File: src/rtl/modbus_pkg.sv
// Shared definitions for the Modbus RTU transmit path.
//   - state_t     : one-hot scheduler state encoding (8 bits)
//   - crc_phase_t : which byte class the scheduler is currently sending
//   - CRC_POLY / CRC_INIT : Modbus CRC-16 constants (reflected 0xA001, init 0xFFFF)
//   - gap_cycles() : inter-frame silence length in clock cycles
package modbus_pkg;

  typedef enum logic [7:0] {
    S_IDLE   = 8'b0000_0001,
    S_FETCH  = 8'b0000_0010,
    S_LOAD   = 8'b0000_0100,
    S_START  = 8'b0000_1000,
    S_WAIT   = 8'b0001_0000,
    S_CRC_LO = 8'b0010_0000,
    S_CRC_HI = 8'b0100_0000,
    S_GAP    = 8'b1000_0000
  } state_t;

  typedef enum logic [1:0] {
    PH_DATA   = 2'd0,
    PH_CRC_LO = 2'd1,
    PH_CRC_HI = 2'd2
  } crc_phase_t;

  localparam logic [15:0] CRC_POLY = 16'hA001;
  localparam logic [15:0] CRC_INIT = 16'hFFFF;

  // 3.5 character times at low baud rates, fixed 1.75 ms above 19200 baud.
  // 64-bit intermediates: CLK_FREQ*1750 overflows 32 bits at 50 MHz.
  function automatic int gap_cycles(input longint clk_freq, input longint baud_rate);
    longint g;
    if (baud_rate <= 64'd19200) g = (clk_freq * 64'd385) / (baud_rate * 64'd10);
    else                        g = (clk_freq * 64'd1750) / 64'd1000000;
    return int'(g);
  endfunction

endpackage

File: src/rtl/modbus_tx_sched_crc16.sv
// Modbus CRC-16 single-byte update, purely combinational.
//   crc_in  : running CRC before this byte
//   data    : byte being added
//   crc_out : running CRC after this byte
// Only instantiated by modbus_tx_sched when MODBUS_TX_CRC_EN is defined.
module modbus_crc16
  import modbus_pkg::*;
(
  input  logic [15:0] crc_in,
  input  logic [7:0]  data,
  output logic [15:0] crc_out
);

  logic [15:0] c;

  // Reflected (LSB-first) shift, one iteration per data bit.
  always_comb begin
    c = crc_in ^ {8'h00, data};
    for (int i = 0; i < 8; i++) begin
      c = c[0] ? ((c >> 1) ^ CRC_POLY) : (c >> 1);
    end
    crc_out = c;
  end

endmodule

File: src/rtl/modbus_tx_sched.sv
// Modbus RTU slave frame transmit scheduler.
// Reads frame_len bytes from a 1-cycle-latency frame buffer, hands each to
// uart_byte_tx via tx_start/tx_data/tx_done, optionally appends the CRC-16
// (low byte first), then holds frame_busy for the RTU inter-frame silence.
//
// Optional feature macro: MODBUS_TX_CRC_EN (append CRC-16 when defined).
//
// Ports:
//   clk, rst              : clock, synchronous active-high reset
//   frame_req, frame_len  : one-cycle request and payload length (1..2^(LEN_W-1))
//   frame_busy            : request accepted until silence gap has elapsed
//   frame_done, frame_err : completion pulse / rejected-request pulse
//   buf_rd_addr/data      : frame buffer read port
//   tx_start, tx_data     : byte start strobe and byte to the UART
//   tx_done, tx_state     : UART end-of-byte pulse and UART busy level
module modbus_tx_sched
  import modbus_pkg::*;
#(
  parameter int CLK_FREQ  = 50000000,
  parameter int BAUD_RATE = 115200,
  parameter int LEN_W     = 9
) (
  input  logic             clk,
  input  logic             rst,
  input  logic             frame_req,
  input  logic [LEN_W-1:0] frame_len,
  output logic             frame_busy,
  output logic             frame_done,
  output logic             frame_err,
  output logic [LEN_W-2:0] buf_rd_addr,
  input  logic [7:0]       buf_rd_data,
  output logic             tx_start,
  output logic [7:0]       tx_data,
  input  logic             tx_done,
  input  logic             tx_state
);

  localparam int AW         = LEN_W - 1;
  localparam int GAP_CYCLES = gap_cycles(CLK_FREQ, BAUD_RATE);
  localparam int GAP_W      = ($clog2(GAP_CYCLES) > 0) ? $clog2(GAP_CYCLES) : 1;
  localparam logic [GAP_W-1:0] GAP_LAST = GAP_W'(GAP_CYCLES - 1);

  state_t           state, state_next;
  logic [LEN_W-1:0] len_q;
  logic [AW-1:0]    idx;
  logic [GAP_W-1:0] gap_cnt;
  logic             len_ok, last_byte, gap_end;
  logic             accept, reject, advance, finish;

  // Legal lengths are 1 .. 2^(LEN_W-1): nonzero, and either top bit clear or
  // exactly the power of two.
  assign len_ok    = (frame_len != '0) &&
                     (!frame_len[LEN_W-1] || (frame_len[LEN_W-2:0] == '0));
  assign last_byte = ({1'b0, idx} == (len_q - LEN_W'(1)));
  assign gap_end   = (gap_cnt == GAP_LAST);
  assign buf_rd_addr = idx;

`ifdef MODBUS_TX_CRC_EN
  crc_phase_t  phase;
  logic [15:0] crc, crc_next;

  modbus_crc16 u_crc (
    .crc_in  (crc),
    .data    (buf_rd_data),
    .crc_out (crc_next)
  );
`endif

  always_ff @(posedge clk) begin
    if (rst) state <= S_IDLE;
    else     state <= state_next;
  end

  always_comb begin
    state_next = state;
    accept     = 1'b0;
    reject     = 1'b0;
    advance    = 1'b0;
    finish     = 1'b0;
    case (state)
      S_IDLE: begin
        if (frame_req) begin
          // tx_state guards against a byte still draining from before a reset.
          if (len_ok && !tx_state) begin
            accept     = 1'b1;
            state_next = S_FETCH;
          end else begin
            reject = 1'b1;
          end
        end
      end
      S_FETCH: state_next = S_LOAD;
      S_LOAD:  state_next = S_START;
      S_START: state_next = S_WAIT;
      S_WAIT: begin
        if (tx_done) begin
`ifdef MODBUS_TX_CRC_EN
          case (phase)
            PH_CRC_LO: state_next = S_CRC_HI;
            PH_CRC_HI: begin
              finish     = 1'b1;
              state_next = S_GAP;
            end
            default: begin
              if (last_byte) begin
                state_next = S_CRC_LO;
              end else begin
                advance    = 1'b1;
                state_next = S_FETCH;
              end
            end
          endcase
`else
          if (last_byte) begin
            finish     = 1'b1;
            state_next = S_GAP;
          end else begin
            advance    = 1'b1;
            state_next = S_FETCH;
          end
`endif
        end
      end
`ifdef MODBUS_TX_CRC_EN
      S_CRC_LO, S_CRC_HI: state_next = S_START;
`endif
      S_GAP:   if (gap_end) state_next = S_IDLE;
      default: state_next = S_IDLE;
    endcase
  end

  // Outputs are registered from the next state so they line up with it.
  always_ff @(posedge clk) begin
    if (rst) begin
      frame_busy <= 1'b0;
      frame_done <= 1'b0;
      frame_err  <= 1'b0;
      tx_start   <= 1'b0;
      tx_data    <= 8'h00;
      idx        <= '0;
      len_q      <= '0;
      gap_cnt    <= '0;
    end else begin
      frame_busy <= (state_next != S_IDLE);
      frame_done <= finish;
      frame_err  <= reject;
      tx_start   <= (state_next == S_START);
      // Counter is zero on GAP entry, so IDLE follows exactly GAP_CYCLES
      // edges after the edge that raised frame_done.
      gap_cnt    <= (state == S_GAP) ? gap_cnt + GAP_W'(1) : '0;
      if (accept) begin
        len_q <= frame_len;
        idx   <= '0;
      end else if (advance) begin
        idx <= idx + AW'(1);
      end
      if (state == S_LOAD) tx_data <= buf_rd_data;
`ifdef MODBUS_TX_CRC_EN
      else if (state == S_CRC_LO) tx_data <= crc[7:0];
      else if (state == S_CRC_HI) tx_data <= crc[15:8];
`endif
    end
  end

`ifdef MODBUS_TX_CRC_EN
  always_ff @(posedge clk) begin
    if (rst) begin
      crc   <= CRC_INIT;
      phase <= PH_DATA;
    end else begin
      if (accept) begin
        crc   <= CRC_INIT;
        phase <= PH_DATA;
      end else begin
        if (state == S_LOAD) crc <= crc_next;
        if (state == S_CRC_LO)      phase <= PH_CRC_LO;
        else if (state == S_CRC_HI) phase <= PH_CRC_HI;
      end
    end
  end
`endif

endmodule

File: config.mk
export PLATFORM = sky130hd
export DESIGN_NAME = modbus_tx_sched
export DESIGN_NICKNAME = d
export VERILOG_FILES = /design/src/rtl/modbus_pkg.sv /design/src/rtl/modbus_tx_sched_crc16.sv /design/src/rtl/modbus_tx_sched.sv
export SDC_FILE = /design/constraint.sdc
export NUM_CORES = 1
export LEC_CHECK = 0
export ABC_AREA = 1
export ABC_CLOCK_PERIOD_IN_PS = 1850
export CAP_MARGIN = 15
export CORE_AREA = 3 3 94 96
export DETAILED_ROUTE_END_ITERATION = 10
export DIE_AREA = 0 0 97 99
export GPL_ROUTABILITY_DRIVEN = 0
export HOLD_SLACK_MARGIN = 0.05
export SYNTH_ARGS = -nofsm -noshare
export SYNTH_HDL_FRONTEND = slang
export SYNTH_SLANG_ARGS = --single-unit
File: constraint.sdc
create_clock -name clk -period 1.85 [get_ports clk]
set_input_delay 0.185 -clock clk [delete_from_list [all_inputs] [get_ports clk]]
set_output_delay 0.185 -clock clk [all_outputs]
set_load 0.05 [all_outputs]
==> key figures <==
Clock network
  – CTS Sinks: 54
  – CTS tree: yes
  – Clk slew on worst S/H paths: 0.10 ns
  – H-tree levels: 2
  – Clk_lat worst skew: 0.31 ns
  – Clock Tree Root: clkbuf_8
  – TritonCTS Buffers: 5
  – Clock Path Buffers: 2

Timing
  – Worst-Margin Slew: 0.512 ns
  – Worst Slack Setup Final: 0.0778 ns
  – Slew margin rel.: 65.8%
  – Total Neg Setup Slack: 0 ns
  – Setup Skew: 0.0158 ns
  – # setup viols final: 0
  – RSZ-0062 raised after global routing: true
  – Fin. Hold Viols: 0
  – Slew Viols, Final: 0
  – Tcrit/Tclk final: 95.8%
  – Period minus WS final: 1.77 ns
  – Max Clock Freq: 564 MHz

Power and ir drop
  – Sequential power share: 57.6%
  – Overall power: 2.04 mW
  – Comb power frac: 9.7%
  – Internal power: 1.54 mW
  – Pwr/cell area: 563 mW/mm^2
  – Lkg Pwr: 1.48 nW
  – Share of total power in the clock network: 32.7%
  – NetSw: 0.508 mW
  – Sw Share: 24.9%
  – Max rail drop VDD: 0.322 mV

Worst setup path
  – Worst path cell trace: clkdlybuf4s50_1
  – R2R depth: 12
  – Top Family by Delay on Critical Path: buffers and inverters
  – Critical path class: flip-flop to output pin
  – Crit path largest cell delay: 0.84 ns
  – FF-to-FF setup slack: 0.09 ns
  – Critical path data arrival time: 1.59 ns
  – Startpoint types: flip-flop
  – Buf/Inv on CP: 1
  – Critical register-to-register path startpoint: len_q[0]$_SDFFE_PP0P_
  – Worst-path fanout max: 5
  – Critical path origin: buf_rd_addr[2]$_SDFFE_PP0P_
  – Critical-path top delay cell: clkdlybuf4s50_1
  – Crit path required time: 1.66 ns
  – RR Endpoint: buf_rd_addr[1]$_SDFFE_PP0P_
  – Endpoint class of the critical path: output pin

Route
  – Antenna viol nets, final: 0
  – 1st-iter DRT viols: 71
  – DR DRC count: 0
  – Drt first pass iters: 4
  – Avg WL per Cell: 11.7 um
  – Via count: 2611
  – Final WL: 6470 um
  – Vias/cell: 4.71

Layout
  – Nets: 473
  – Layout cells sized above 1: 17.4%
  – ANT cells: 0
  – Commonest non-fill, non-tap cell in the layout: nand2_1
  – Final Cell Area: 0.00363 sq mm
  – Commonest non-fill, non-tap cells in the layout: nand2_1 (59), nor2_1 (58), inv_1 (52), dfxtp_1 (48), clkdlybuf4s50_1 (38)
  – Area delta synth->final: 29.2%

Global routing
  – Global route overflow: 0
  – Vias in the first global route: 2478
  – Initial antenna violation count: 0
  – Pin count of the biggest net entering global routing: 20
  – First-pass GRT wire length: 11200 um
  – Overall Global Routing Usage: 13.8%

Placed design
  – Dpl cell area: 0.00342 sq mm
  – IO Port Bufs: 41
  – DP Worst Slack: 0.0580 ns
  – Dpl hpwl: 4980 um

Logic synthesis
  – Synthesized cell area: 0.00281 sq mm
  – Synthesis-stage register bit count: 54
  – Syn avg cell area: 7.24 sq um
  – Top_reg_cell synth: dfxtp_1
  – Yosys warns: 0
  – Number of synthesized flops with an enable pin: 0
  – Post-synthesis cell count: 388
  – Register area share after synthesis: 38.5%
  – Post-synth cell types: 36
  – Post-synth ARST share: 0%

Floorplanning
  – Row count: 33
  – Die H: 99 um
  – Top-Level Pins: 42
  – Starting density of the core: 34.5%
  – Die X: 97 um
  – DIE AREA: 0.00960 sq mm
  – Core outline area: 0.00813 sq mm

Min path
  – Hold Crit Depth: 3
  – Hold EP: tx_data[4]$_SDFFE_PP0P_
  – Startpoint of the worst hold path: buf_rd_data[4]
  – Worst hold path type: primary input to flip-flop

Run
  – Max-Cap Viols: 0

Outcome
  – Status: finished, final reports clean
[cell usage after synthesis (2+ instances only)]
cell / number / area [sq um]
ha_1: 3 / 37.5
or2_2: 2 / 12.5
nor4_1: 5 / 31.3
inv_2: 6 / 22.5
nand2_1: 61 / 229
o21ai_1: 5 / 25.0
nor4_4: 2 / 42.5
nor3_1: 6 / 30.0
nand3_4: 2 / 35.0
nor3_2: 3 / 30.0
o21a_1: 3 / 22.5
nand4_2: 4 / 50.1
clkbuf_1: 4 / 15.0
nor2_4: 4 / 45.0
nor2_2: 5 / 31.3
a21oi_1: 25 / 125
nand2_2: 3 / 18.8
nor2_1: 58 / 218
xnor2_1: 3 / 26.3
nand3_1: 23 / 115
o21ai_0: 20 / 100
inv_1: 54 / 203
xor2_1: 3 / 26.3
xor2_2: 2 / 32.5
dfxtp_1: 54 / 1080
nor3_4: 2 / 32.5
nand4_1: 17 / 106
[stage by stage]
step,hold WS (ns),util (%),instances
floorplan,0.320,-,389
global placement,0.444,42.0,541
detailed placement,0.454,42.0,541
CTS,0.439,43.1,549
global route,0.456,44.6,554
finish,0.445,44.6,554
[metal layers]
layer  global-route usage, %  up-vias  share of wire [%]
li1                        -     1370                  -
met1                    18.1     1192                 47
met2                    23.3       43                 49
met3                    2.12        6                3.1
met4                    4.86        0               0.91
met5                       0        -                  0
[power groups by stage]
stage | Sequential (mW) | Clock, mW | Combinational, mW
2_1_floorplan | 1.21 | 0 | 0.105
3_3_place_gp | 1.20 | 0 | 0.189
3_5_place_dp | 1.20 | 0 | 0.191
4_1_cts | 1.18 | 0.692 | 0.192
5_1_grt | 1.18 | 0.752 | 0.221
6_report | 1.18 | 0.669 | 0.198
[worst max-delay path by stage]
stage	slack, ns	depth (start not counted)	to
final	0.08	1	buf_rd_addr[2]
after global routing	-0.03	11	gap_cnt[15]$_SDFF_PP0_
after CTS	0.004	1	buf_rd_addr[1]
after detailed placement	0.06	10	buf_rd_addr[3]$_SDFFE_PP0P_
after global placement	0.04	10	buf_rd_addr[5]$_SDFFE_PP0P_
after floorplan	0.11	8	buf_rd_addr[1]$_SDFFE_PP0P_
[repair_timing]
item                       4_1_cts  5_1_grt
hold buffers                     0        0
gates resized for setup          0       25
setup endpoints to repair        0       17
hold endpoints to repair         0        0
buffers inserted                 0        5
[registers in the layout (all words and copies together) (netlist names)]
| name | cells |
|---|---|
| tx_start | 1 |
| frame_busy | 1 |
| buf_rd_addr | 8 |
| tx_data | 8 |
| frame_err | 1 |
| frame_done | 1 |
| state | 8 |
| len_q | 9 |
| gap_cnt | 17 |
[cell type report]
class / instances / area (sq um)
timing repair buffer: 59 / 548
fill: 835 / 4500
tap: 105 / 131
inverter: 60 / 225
multi-input combinational: 268 / 1550
sequential: 54 / 1090
clock buffer: 6 / 72.6
clock inverter: 2 / 16.3
[cells by family after synthesis]
logic type / Yosys count / share of synthesized area [%]
compound gates: 54 / 10.0
xor+xnor: 8 / 3.03
fa+ha+maj: 3 / 1.34
buf+inv: 67 / 9.26
flops: 54 / 38.5
other cells: 1 / 0.133
simple gates: 201 / 37.8
(Power assumes the default switching activity.)
